## src/rtl/multicycle_ctrl.sv

```systemverilog
// Multicycle MIPS-subset control sequencer: one registered FSM drives all datapath selects/enables.
// Optional MULTICYCLE_CTRL_PERF_EN adds cycle_cnt/retire_cnt performance counters.
module multicycle_ctrl (
  input  logic       clk,
  input  logic       rst_n,
  input  logic [5:0] opcode,
  input  logic       zero,
  input  logic       neg,
  input  logic       mem_ready,
  output logic       pc_write,
  output logic       pc_write_cond,
  output logic [1:0] pc_source,
  output logic       iord,
  output logic       mem_read,
  output logic       mem_write,
  output logic       ir_write,
  output logic       reg_write,
  output logic [1:0] regdst,
  output logic [1:0] memtoreg,
  output logic       alusrca,
  output logic [1:0] alusrcb,
  output logic       zext,
  output logic [2:0] aluop,
  output logic [3:0] state,
  output logic       illegal
`ifdef MULTICYCLE_CTRL_PERF_EN
  ,
  output logic [31:0] cycle_cnt,
  output logic [31:0] retire_cnt
`endif
);

  // state  | meaning
  // FETCH  | read instruction at PC, PC += 4 on ready
  // DECODE | form branch target; j/jalpc complete here
  // EXEC   | ALU operation; branches complete here
  // MEM    | data access for lw/sw, holds until ready
  // WB     | register file write
  // TRAP   | unknown opcode, parked until reset
  typedef enum logic [3:0] {
    S_FETCH  = 4'd0,
    S_DECODE = 4'd1,
    S_EXEC   = 4'd2,
    S_MEM    = 4'd3,
    S_WB     = 4'd4,
    S_TRAP   = 4'd15
  } state_t;

  localparam logic [5:0] OP_RTYPE  = 6'h00;
  localparam logic [5:0] OP_LW     = 6'h23;
  localparam logic [5:0] OP_SW     = 6'h2B;
  localparam logic [5:0] OP_BEQ    = 6'h04;
  localparam logic [5:0] OP_J      = 6'h02;
  localparam logic [5:0] OP_NANDI  = 6'h0E;
  localparam logic [5:0] OP_BLEZAL = 6'h16;
  localparam logic [5:0] OP_JALPC  = 6'h1F;

  state_t cur_state, nxt_state;
  logic   illegal_q;
  logic   known_op;

  always_comb begin
    known_op = 1'b0;
    case (opcode)
      OP_RTYPE, OP_LW, OP_SW, OP_BEQ, OP_J, OP_NANDI, OP_BLEZAL, OP_JALPC: known_op = 1'b1;
      default: known_op = 1'b0;
    endcase
  end

  always_ff @(posedge clk or negedge rst_n) begin
    if (!rst_n) begin
      cur_state <= S_FETCH;
    end else begin
      cur_state <= nxt_state;
    end
  end

  always_ff @(posedge clk or negedge rst_n) begin
    if (!rst_n) begin
      illegal_q <= 1'b0;
    end else if (cur_state == S_DECODE && !known_op) begin
      illegal_q <= 1'b1;
    end
  end

  always_comb begin
    nxt_state = cur_state;
    case (cur_state)
      S_FETCH:  if (mem_ready) nxt_state = S_DECODE;
      S_DECODE: begin
        if (!known_op)                               nxt_state = S_TRAP;
        else if (opcode == OP_J || opcode == OP_JALPC) nxt_state = S_FETCH;
        else                                         nxt_state = S_EXEC;
      end
      S_EXEC: begin
        case (opcode)
          OP_RTYPE, OP_NANDI: nxt_state = S_WB;
          OP_LW, OP_SW:       nxt_state = S_MEM;
          default:            nxt_state = S_FETCH;
        endcase
      end
      S_MEM: begin
        if (mem_ready) nxt_state = (opcode == OP_LW) ? S_WB : S_FETCH;
      end
      S_WB:     nxt_state = S_FETCH;
      S_TRAP:   nxt_state = S_TRAP;
      default:  nxt_state = S_FETCH;
    endcase
  end

  // Outputs are forced low while rst_n is asserted so no strobe leaks during reset.
  always_comb begin
    pc_write      = 1'b0;
    pc_write_cond = 1'b0;
    pc_source     = 2'd0;
    iord          = 1'b0;
    mem_read      = 1'b0;
    mem_write     = 1'b0;
    ir_write      = 1'b0;
    reg_write     = 1'b0;
    regdst        = 2'd0;
    memtoreg      = 2'd0;
    alusrca       = 1'b0;
    alusrcb       = 2'd0;
    zext          = 1'b0;
    aluop         = 3'd0;
    if (rst_n) begin
      case (cur_state)
        S_FETCH: begin
          mem_read = 1'b1;
          alusrcb  = 2'd1;
          if (mem_ready) begin
            ir_write = 1'b1;
            pc_write = 1'b1;
          end
        end
        S_DECODE: begin
          alusrcb = 2'd3;
          if (opcode == OP_J || opcode == OP_JALPC) begin
            pc_write  = 1'b1;
            pc_source = 2'd2;
          end
          if (opcode == OP_JALPC) begin
            reg_write = 1'b1;
            regdst    = 2'd2;
            memtoreg  = 2'd2;
          end
        end
        S_EXEC: begin
          alusrca = 1'b1;
          case (opcode)
            OP_RTYPE: aluop = 3'd2;
            OP_LW, OP_SW: alusrcb = 2'd2;
            OP_NANDI: begin
              alusrcb = 2'd2;
              zext    = 1'b1;
              aluop   = 3'd5;
            end
            OP_BEQ: begin
              aluop         = 3'd1;
              pc_write_cond = 1'b1;
              pc_source     = 2'd1;
            end
            OP_BLEZAL: begin
              aluop = 3'd1;
              if (zero | neg) begin
                pc_write  = 1'b1;
                pc_source = 2'd1;
                reg_write = 1'b1;
                regdst    = 2'd2;
                memtoreg  = 2'd2;
              end
            end
            default: aluop = 3'd0;
          endcase
        end
        S_MEM: begin
          iord      = 1'b1;
          mem_read  = (opcode == OP_LW);
          mem_write = (opcode == OP_SW);
        end
        S_WB: begin
          reg_write = 1'b1;
          if (opcode == OP_RTYPE) regdst = 2'd1;
          if (opcode == OP_LW)    memtoreg = 2'd1;
        end
        default: pc_write = 1'b0;
      endcase
    end
  end

  assign state   = cur_state;
  assign illegal = illegal_q;

`ifdef MULTICYCLE_CTRL_PERF_EN
  always_ff @(posedge clk or negedge rst_n) begin
    if (!rst_n) begin
      cycle_cnt  <= 32'd0;
      retire_cnt <= 32'd0;
    end else begin
      if (cur_state != S_TRAP) cycle_cnt <= cycle_cnt + 32'd1;
      if (nxt_state == S_FETCH && cur_state != S_FETCH) retire_cnt <= retire_cnt + 32'd1;
    end
  end
`endif

endmodule

```

## config.mk

```make
export PLATFORM = sky130hd
export DESIGN_NAME = multicycle_ctrl
export DESIGN_NICKNAME = d
export VERILOG_FILES = /design/src/rtl/multicycle_ctrl.sv
export SDC_FILE = /design/constraint.sdc
export NUM_CORES = 1
export LEC_CHECK = 0
export CORE_MARGIN = 8
export CORE_UTILIZATION = 35
export DETAILED_ROUTE_END_ITERATION = 10
export HOLD_SLACK_MARGIN = 0.03
export PLACE_DENSITY = 0.85
export SETUP_SLACK_MARGIN = 0.1
export SYNTH_ARGS = -nofsm -noshare
export SYNTH_HDL_FRONTEND = slang
export SYNTH_SLANG_ARGS = --single-unit
```

## constraint.sdc

```tcl
create_clock -name clk -period 2 [get_ports clk]
set_clock_uncertainty 0.2 [all_clocks]
set_input_delay 0.4 -clock clk [delete_from_list [all_inputs] [get_ports clk]]
set_output_delay 0.4 -clock clk [all_outputs]
set_load 0.02 [all_outputs]
```

==> results of run 1 <==
[logic make-up after synthesis]
family / Yosys count / synth area share, %
xor gates and xnor gates: 2 / 2.492
AOI/OAI and AO/OA: 25 / 27.94
and+or+nand+nor: 54 / 42.71
DFF: 5 / 17.79
buffers and inverters: 12 / 9.073
[cell usage after synthesis, types with 3 or more instances]
master / n
a21oi_1: 4
buf_2: 3
clkbuf_1: 3
dfrtp_1: 5
inv_1: 3
nand2_1: 12
nand3_1: 4
nor2_1: 10
nor3_1: 3
nor4_1: 5
o21ai_0: 4
or2_2: 3
[stage by stage]
step / utilization [%] / setup WS, ns / TNS [ns]
after floorplan: - / -0.2906 / -1.845
after global placement: 75.98 / -1.127 / -20.43
after detailed placement: 75.98 / -1.181 / -20.97
after CTS: 91.47 / -0.4663 / -4.054
[repair_timing]
action | in CTS
resized for setup | 198
setup buffers | 15
setup endpoints to repair | 29
pin swaps | 21
==> metrics, run 1 <==
EDFF count, synth=0; CTS Hold Buffers Added=0; post-synthesis average cell area=7.175 um^2; Rows=16; sequential cell area fraction in the yosys report=17.79%; chip width=60.82 um; Root Buffer=clkbuf_4; area of the mapped netlist=703.2 um^2; Synth area leader=dfrtp_1; Synth area leaders=dfrtp_1 18%, nand2_1 6.4%, nor2_1 5.3%; First Err=[ERROR DPL-0038] Utilization greater than 100%, impossible to legalize; Main synth FF type=dfrtp_1; Stopped at=global routing (5_1_grt); post-DP HPWL=2.502 mm; die height=60.82 um; Num CTS Buffers=3; outcome=aborted with a tool error; Worst EP Category=top-level output; Synth Register Bits=5; largest net degree at the start of global routing=12; IO Pins=36; Netlist cell types=43; CTS max path bufs=2; Placed Area=1460 um^2; Synth async-reset ratio=100.0%; GR repair worst EP=pc_write; post-synth top area share=17.79%; Cells after DPL=193; Mapped Nets=109; Gate Count Post-Synth=98; Ys Warns=0; # H-tree levels=1; Sink Count=5; I/O Buffers=35; initial core utilization=36.59%; GP Congestion=0.9328
==> inputs of run 2 (changes only) <==
Settings changed: CORE_AREA from default to 8 8 69 71, CORE_MARGIN 8 to default, CORE_UTILIZATION 35 to default, DIE_AREA from default to 0 0 77 79, HOLD_SLACK_MARGIN 0.03 to default, PLACE_DENSITY 0.85 to default, PLACE_DENSITY_LB_ADDON from default to 0.15, SETUP_SLACK_MARGIN 0.1 to default.
Clock period 2 ns to 2.6 ns, I/O delays scaled along.
==> run 2 against run 1 <==
Against the previous run:
- the flow now finishes without violations
- synthesized cell count unchanged
- area after synthesis unchanged
==> metrics, run 2 <==
outcome=completed; Lkg Pwr=0.6538 nW; CP bufs+invs=2; Max-slew headroom=73.21%; Setup WS post-layout=0.04274 ns; first-pass GRT wire length=5.016 mm; Synth area leaders=dfrtp_1 18%, nand2_1 6.4%, nor2_1 5.3%; Rows=23; worst skew pair latency=0.22 ns; layout cells sized above 1=53.29%; Netlist cell types=43; crit path time final=2.557 ns; die height=79 um; Final Non-Filler Cells=217; Starting DRT DRC Count=35; Setup crit start kind=primary input; # H-tree levels=1; CTS Hold Buffers Added=0; Final setup viols=0; chip width=77 um; Remaining DRCs=0; Main synth FF type=dfrtp_1; slowest CP cell=or4_4; maximum fanout along the worst path=3; Power Density=718.3 nW/um^2; post-synth top area share=17.79%; Setup crit end kind=primary output; post-DP HPWL=2.461 mm; router iterations before antenna repair=4; fmax=0.3910 GHz; Mapped Nets=109; commonest non-fill, non-tap cell in the layout=buf_4; area occupied by multi-input gates=613.1 um^2; Num CTS Buffers=3; Hold Path Class=reg -> reg; Max IR drop VDD=0.4595 mV; area of the mapped netlist=703.2 um^2; Cells after DPL=208; number of flip-flops under the largest register name=4; pre-CTS setup slack=-0.8231 ns; Placed Area=1343 um^2; Gate Count Post-Synth=98; RSZ-0062 raised after global routing=yes; Synth area leader=dfrtp_1; EDFF count, synth=0; post-synthesis average cell area=7.175 um^2; commonest cells after routing, fill and taps aside=34 x buf_4, 11 x nand2_1, 10 x buf_2, 10 x buf_6, 8 x nor2_1; Antenna Nets Post-Route=0; critical path type=in -> out; total global-route track usage=9.849%; Layout Nets=179; WP data required=1.88 ns; GP Congestion=0.7969; Clk pin slew, worst setup/hold paths=0.03 ns; commonest cells in the netlist=12 x nand2_1, 10 x nor2_1, 5 x dfrtp_1, 5 x nor4_1; Sink Count=5; area grow syn2layout=106.6%; Core ar.=3799 um^2; Max Slew Vio Count=0; largest net degree at the start of global routing=15; initial core utilization=18.51%; worst path cell trace=buf_2, nor2_4, nand2_2, or4_4, a21o_1, a21oi_2, buf_6; GR Util met2=16.23%; sequential cell area fraction in the yosys report=17.79%; global-route met1 utilization=12.56%; Synth async-reset ratio=100.0%; dominant delay contributor by cell family on the critical path=simple AND/OR/NAND/NOR gates; gr busiest metal=met2; Die ar.=6083 um^2; vias in the first global route=1014; via count=998; fin crit share=98.36%; grt ovf=0; register area=125.1 um^2; GR Util met3=2.596%; drt total wl=3.132 mm; I/O Buffers=35; Least-Margin Pin Slew=0.3917 ns; Critical Path AT=1.84 ns; DR WL/cell=14.43 um; IO Pins=36; cell with the most instances after synthesis=nand2_1; initial antenna violation count=0; CTS max path bufs=2; final setup TNS=0 ns; final hold vios=0; design area=1453 um^2; Synth Register Bits=5; CTS tree=yes; Ys Warns=0; vias per cell=4.599; # fillers=426; max-cap viol count=0; max incr delay on CP=0.55 ns; number of diodes=0; Root Buffer=clkbuf_8
## run 2: cell counts after synthesis
Identical to the previous run, type by type.
## run 2: final cells by class
type,instances,area share (%)
repair buffers,74,41.00
well taps,50,4.307
inverters,3,0.7752
clock buffers,4,3.101
multi-input cells,81,42.21
flip-flops and latches,5,8.613
## run 2: logic make-up (layout without fill, tap and decap cells)
kind of cell	count (synthesis)	in the layout	synth area share, %
AOI/OAI and AO/OA	25	25	27.94
xor gates and xnor gates	2	2	2.492
buffers and inverters	12	81	9.073
DFF	5	5	17.79
and+or+nand+nor	54	54	42.71
## run 2: report_power, final
part | internal [mW] | total, mW | switching (mW)
clock network | 0.105 | 0.141 | 0.0356
logic | 0.356 | 0.777 | 0.421
registers | 0.107 | 0.126 | 0.0194
total | 0.568 | 1.04 | 0.476
## run 2: layer usage
layer / routed length [um] / part of all wire (%)
met1: 1426 / 46
met4: 8 / 0.26
met5: 0 / 0
met3: 188 / 6.0
met2: 1508 / 48
## run 2: final timing paths
kind | start | end | slack, ns | cells after the start
max | opcode[0] | pc_write | 0.04 | 7
min | illegal$_DFFE_PN0P_ | illegal$_DFFE_PN0P_ | 0.28 | 1
max reg2reg | state[0]$_DFFE_PN0P_ | state[2]$_DFFE_PN0P_ | 0.87 | 7
max in group asynchronous | rst_n | state[3]$_DFFE_PN0P_ | 1.80 | 2
min in group asynchronous | rst_n | state[1]$_DFFE_PN0P_ | 0.30 | 2
min reg2reg | illegal$_DFFE_PN0P_ | illegal$_DFFE_PN0P_ | 0.28 | 1
## run 2: stage by stage
step	hold slack, ns	power [mW]	util [%]
final	0.2759	1.043	38.24
after global routing	0.3039	1.126	38.24
after CTS	0.2850	1.041	36.66
after detailed placement	0.2654	0.9043	35.34
after global placement	0.2610	0.9038	35.34
after floorplan	0.02441	0.5378	-
## run 2: timing repair
action	in CTS	in global routing
pin swaps	9	8
setup endpoints to repair	20	13
setup buffers	3	2
resized for setup	102	29
Note: power is estimated with default switching activity, not from simulation.
==> inputs of run 3 (changes only) <==
Settings changed: CAP_MARGIN from default to 20, MAX_ROUTING_LAYER from default to met4.
==> run 3 against run 2 <==
Against the previous run:
- global-route usage is 0.29 points higher
- via count grew 0.10%
- fmax about the same
- cell count unchanged
- hold slack got worse by 0.00069 ns
- non-clock buffer count stayed put
- flip-flop and latch count did not move
- clock power about the same
- register-to-register slack about the same
==> metrics, run 3 (synthesis gave the netlist of run 2 again) <==
Setup crit end kind=primary output; vias in the first global route=1015; GP Congestion=0.8083; vias per cell=4.604; Remaining DRCs=0; commonest cells after routing, fill and taps aside=34 x buf_4, 11 x nand2_1, 10 x buf_2, 10 x buf_6, 8 x nor2_1; Setup crit start kind=primary input; fmax=0.3910 GHz; number of flip-flops under the largest register name=4; worst skew pair latency=0.22 ns; chip width=77 um; commonest non-fill, non-tap cell in the layout=buf_4; via count=999; final setup TNS=0 ns; Critical Path AT=1.84 ns; number of diodes=0; # H-tree levels=1; Sink Count=5; Max-slew headroom=73.21%; # fillers=426; fin crit share=98.36%; Num CTS Buffers=3; CTS Hold Buffers Added=0; CTS tree=yes; Final setup viols=0; die height=79 um; I/O Buffers=35; maximum fanout along the worst path=3; Layout Nets=179; drt total wl=3.127 mm; Cells after DPL=208; Die ar.=6083 um^2; Root Buffer=clkbuf_8; Placed Area=1343 um^2; area grow syn2layout=106.6%; grt ovf=0; Core ar.=3799 um^2; CTS max path bufs=2; total chip power=1.044 mW; RSZ-0062 raised after global routing=yes; outcome=completed; initial core utilization=18.51%; total global-route track usage=10.14%; Antenna Nets Post-Route=0; final hold vios=0; layout cells sized above 1=53.29%; largest net degree at the start of global routing=15; Clk pin slew, worst setup/hold paths=0.03 ns; Power Density=718.5 nW/um^2; Rows=23; Starting DRT DRC Count=29; initial antenna violation count=0; crit path time final=2.557 ns; design area=1453 um^2; Final Non-Filler Cells=217; Lkg Pwr=0.6538 nW; critical path type=in -> out; router iterations before antenna repair=4; WP data required=1.88 ns; first-pass GRT wire length=5.009 mm; max-cap viol count=0; Max IR drop VDD=0.4598 mV; Least-Margin Pin Slew=0.3917 ns; Max Slew Vio Count=0; post-DP HPWL=2.461 mm; IO Pins=36; Hold Path Class=reg -> reg; DR WL/cell=14.41 um
[run 3: final timing paths]
| path | end | depth (start not counted) | from | slack, ns |
|---|---|---|---|---|
| worst max-delay path | pc_write | 7 | opcode[0] | 0.04 |
| worst min-delay path | illegal$_DFFE_PN0P_ | 1 | illegal$_DFFE_PN0P_ | 0.28 |
| worst max register to register | state[2]$_DFFE_PN0P_ | 7 | state[0]$_DFFE_PN0P_ | 0.87 |
| worst min register to register | illegal$_DFFE_PN0P_ | 1 | illegal$_DFFE_PN0P_ | 0.28 |
| max in group asynchronous | state[3]$_DFFE_PN0P_ | 2 | rst_n | 1.80 |
| min in group asynchronous | state[1]$_DFFE_PN0P_ | 2 | rst_n | 0.30 |
[run 3: area by class of cell]
cell class	instances	area, um^2	share of cell area (%)
multi-input cells	81	613.1	42.21
repair buffers	74	595.6	41.00
flip-flops and latches	5	125.1	8.613
well taps	50	62.56	4.307
clock buffers	4	45.04	3.101
inverters	3	11.26	0.7752
[run 3: repair_timing]
item                                    CTS  global route
setup buffers                             3             2
endpoints found under the setup margin   20            13
pin swaps                                 9             8
resized for setup                       102            29
[run 3: report_power, final]
group          total, mW  internal (mW)  switching (mW)
combinational      0.777          0.356           0.421
clock              0.140          0.105          0.0352
sequential         0.126          0.107          0.0194
total               1.04          0.568           0.476
[run 3: metal layers]
metal / GRT usage, % / routed length, um / up-vias
li1: - / - / 498
met4: 2.264 / 8 / 0
met1: 13.08 / 1476 / 467
met5: - / 0 / -
met2: 16.23 / 1504 / 32
met3: 1.693 / 137 / 2
[run 3: critical path, cell delays in order]
cell and delay, ns:
buf_2 0.13, nor2_4 0.10, nand2_2 0.06, or4_4 0.55, a21o_1 0.19, a21oi_2 0.15
buf_6 0.13
[run 3: through the flow]
stage | worst slack (ns) | hold WS [ns] | util [%]
after global placement | -0.7991 | 0.2610 | 35.34
after CTS | -0.02574 | 0.2850 | 36.66
final | 0.04273 | 0.2752 | 38.24
after global routing | -0.02237 | 0.3039 | 38.24
after floorplan | 0.02729 | 0.02441 | -
after detailed placement | -0.8231 | 0.2654 | 35.34
==> inputs of run 4 (changes only) <==
Settings changed: CTS_CLUSTER_DIAMETER from default to 50, DONT_BUFFER_PORTS from default to 1, HOLD_SLACK_MARGIN from default to 0.15.
==> run 4 against run 3 <==
Against the previous run:
- global-route usage down 1.1 points
- fmax is 0.20% lower
- total power down 19%
- utilization down 13 points
- combinational power down 27%
- clock-buffer cell count unchanged
- first-iteration DRC count up 130%
- non-clock buffer count down 52
- critical path depth is 1 lower
- hold slack gained 0.055 ns
- clock power is 6% higher
==> metrics, run 4 (synthesis gave the netlist of run 2 again) <==
outcome=completed; I/O Buffers=0; max-cap viol count=0; Remaining DRCs=0; initial core utilization=18.51%; crit path time final=2.562 ns; post-DP HPWL=2.170 mm; commonest non-fill, non-tap cell in the layout=buf_4; CP Launch Point=state[0]$_DFFE_PN0P_; worst flop-to-flop path startpoint=state[0]$_DFFE_PN0P_; CTS max path bufs=2; grt ovf=0; number of diodes=0; worst skew pair latency=0.23 ns; Cells after DPL=160; Clock power frac=17.5%; commonest cells after routing, fill and taps aside=21 x buf_4, 12 x nand2_1, 10 x nor2_1; Die ar.=6083 um^2; HP Start=mem_ready; CTS tree=yes; router iterations before antenna repair=4; Sw Ratio=49.93%; Hold Path Cell Cnt=2; maximum fanout along the worst path=3; vias in the first global route=797; via count=806; die height=79 um; total chip power=844.8 uW; WP data required=1.88 ns; Setup crit start kind=register; largest net degree at the start of global routing=15; DR WL/cell=16.56 um; Net Sw Power=421.8 uW; hold worst-path end=state[2]$_DFFE_PN0P_; final setup TNS=0 ns; Reg power frac=14.9%; drt total wl=2.732 mm; Setup WS post-layout=0.03763 ns; Lkg Pwr=0.3687 nW; fmax=0.3903 GHz; total global-route track usage=9.018%; Core Util, Final=24.77%; max incr delay on CP=0.47 ns; Root Buffer=clkbuf_8; Power Density=897.8 nW/um^2; worst path cell trace=and2b_1, o211ai_1, or4_4, a21o_1, a21oi_2, buf_4; final hold vios=0; Core ar.=3799 um^2; GP Congestion=0.7635; Max-slew headroom=68.89%; Critical Path AT=1.84 ns; first-pass GRT wire length=4.298 mm; # H-tree levels=1; IO Pins=36; register area=125.1 um^2; reg-to-reg setup timing slack=0.81 ns; pre-CTS setup slack=0.1100 ns; # fillers=437; initial antenna violation count=0; slowest CP cell=or4_4; area occupied by multi-input gates=529.3 um^2; Clk pin slew, worst setup/hold paths=0.04 ns; Final Non-Filler Cells=165; area grow syn2layout=33.81%; Num CTS Buffers=3; Rows=23; Sink Count=5; critical path type=reg -> out; Starting DRT DRC Count=67; Max Slew Vio Count=0; R2R Path End=state[2]$_DFFE_PN0P_; Least-Margin Pin Slew=0.4548 ns; layout cells sized above 1=32.17%; Reg2Reg Depth=7; chip width=77 um; fin crit share=98.55%; Int Power=423.0 uW; Layout Nets=127; vias per cell=4.885; RSZ-0062 raised after global routing=yes; Antenna Nets Post-Route=0; Final setup viols=0; power share of the combinational group=67.5%; Hold Path Class=in -> reg; post-CTS setup buffer count=0; number of flip-flops under the largest register name=4; Setup crit end kind=primary output; Max IR drop VDD=0.4051 mV
-- run 4: changes by cell type in the layout (fill, tap and decap cells not counted), sizes merged --
cell,change
clkbuf,-5
clkdlybuf4s15,-1
dlygate4sd3,+1
buf,-34
clkdlybuf4s50,-6
dlygate4sd2,-7
-- run 4: worst max-delay path, delay by kind of cell, from the launching register on --
family / cells / cell delay (ns)
compound gates: 3 / 0.41
buf+inv: 1 / 0.15
flops: 1 / 0.37
simple gates: 2 / 0.69
-- run 4: what timing repair did --
item / CTS / global route
gates resized for setup: 1 / 1
endpoints found under the hold margin: 5 / 0
hold buffers: 1 / 0
endpoints found under the setup margin: 1 / 2
-- run 4: metal layers --
| metal | wire [um] | vias to the layer above | part of all wire (%) | global-route usage, % |
|---|---|---|---|---|
| li1 | - | 390 | - | - |
| met5 | 0 | - | 0 | - |
| met2 | 1198 | 34 | 44 | 13.59 |
| met4 | 19 | 0 | 0.70 | 2.264 |
| met3 | 309 | 3 | 11 | 3.725 |
| met1 | 1205 | 379 | 44 | 10.91 |
-- run 4: worst max-delay path by stage --
stage / cells past startpoint / slack [ns] / to
after floorplan: 5 / 0.03 / reg_write
after global placement: 6 / 0.09 / pc_write
after detailed placement: 6 / 0.11 / pc_write
after CTS: 6 / 0.03 / pc_write
after global routing: 6 / -0.04 / pc_write
final: 6 / 0.04 / pc_write
-- run 4: through the flow --
stage	cell area [um^2]	hold slack [ns]
2_1_floorplan	714.4	0.02441
3_3_place_gp	882.1	0.02484
3_5_place_dp	882.1	0.02479
4_1_cts	940.9	0.3392
5_1_grt	940.9	0.3772
6_report	940.9	0.3307
-- run 4: power groups by stage --
stage | Combinational (mW) | Clock (mW) | Sequential [mW]
2_1_floorplan | 0.370 | 0 | 0.168
3_3_place_gp | 0.572 | 0 | 0.126
3_5_place_dp | 0.572 | 0 | 0.126
4_1_cts | 0.577 | 0.148 | 0.126
5_1_grt | 0.628 | 0.159 | 0.128
6_report | 0.571 | 0.148 | 0.126
-- run 4: layout make-up --
type,instances,area share [%]
multi-input cells,81,56.25
repair buffers,22,17.82
flip-flops and latches,5,13.30
well taps,50,6.649
clock buffers,4,4.787
inverters,3,1.197
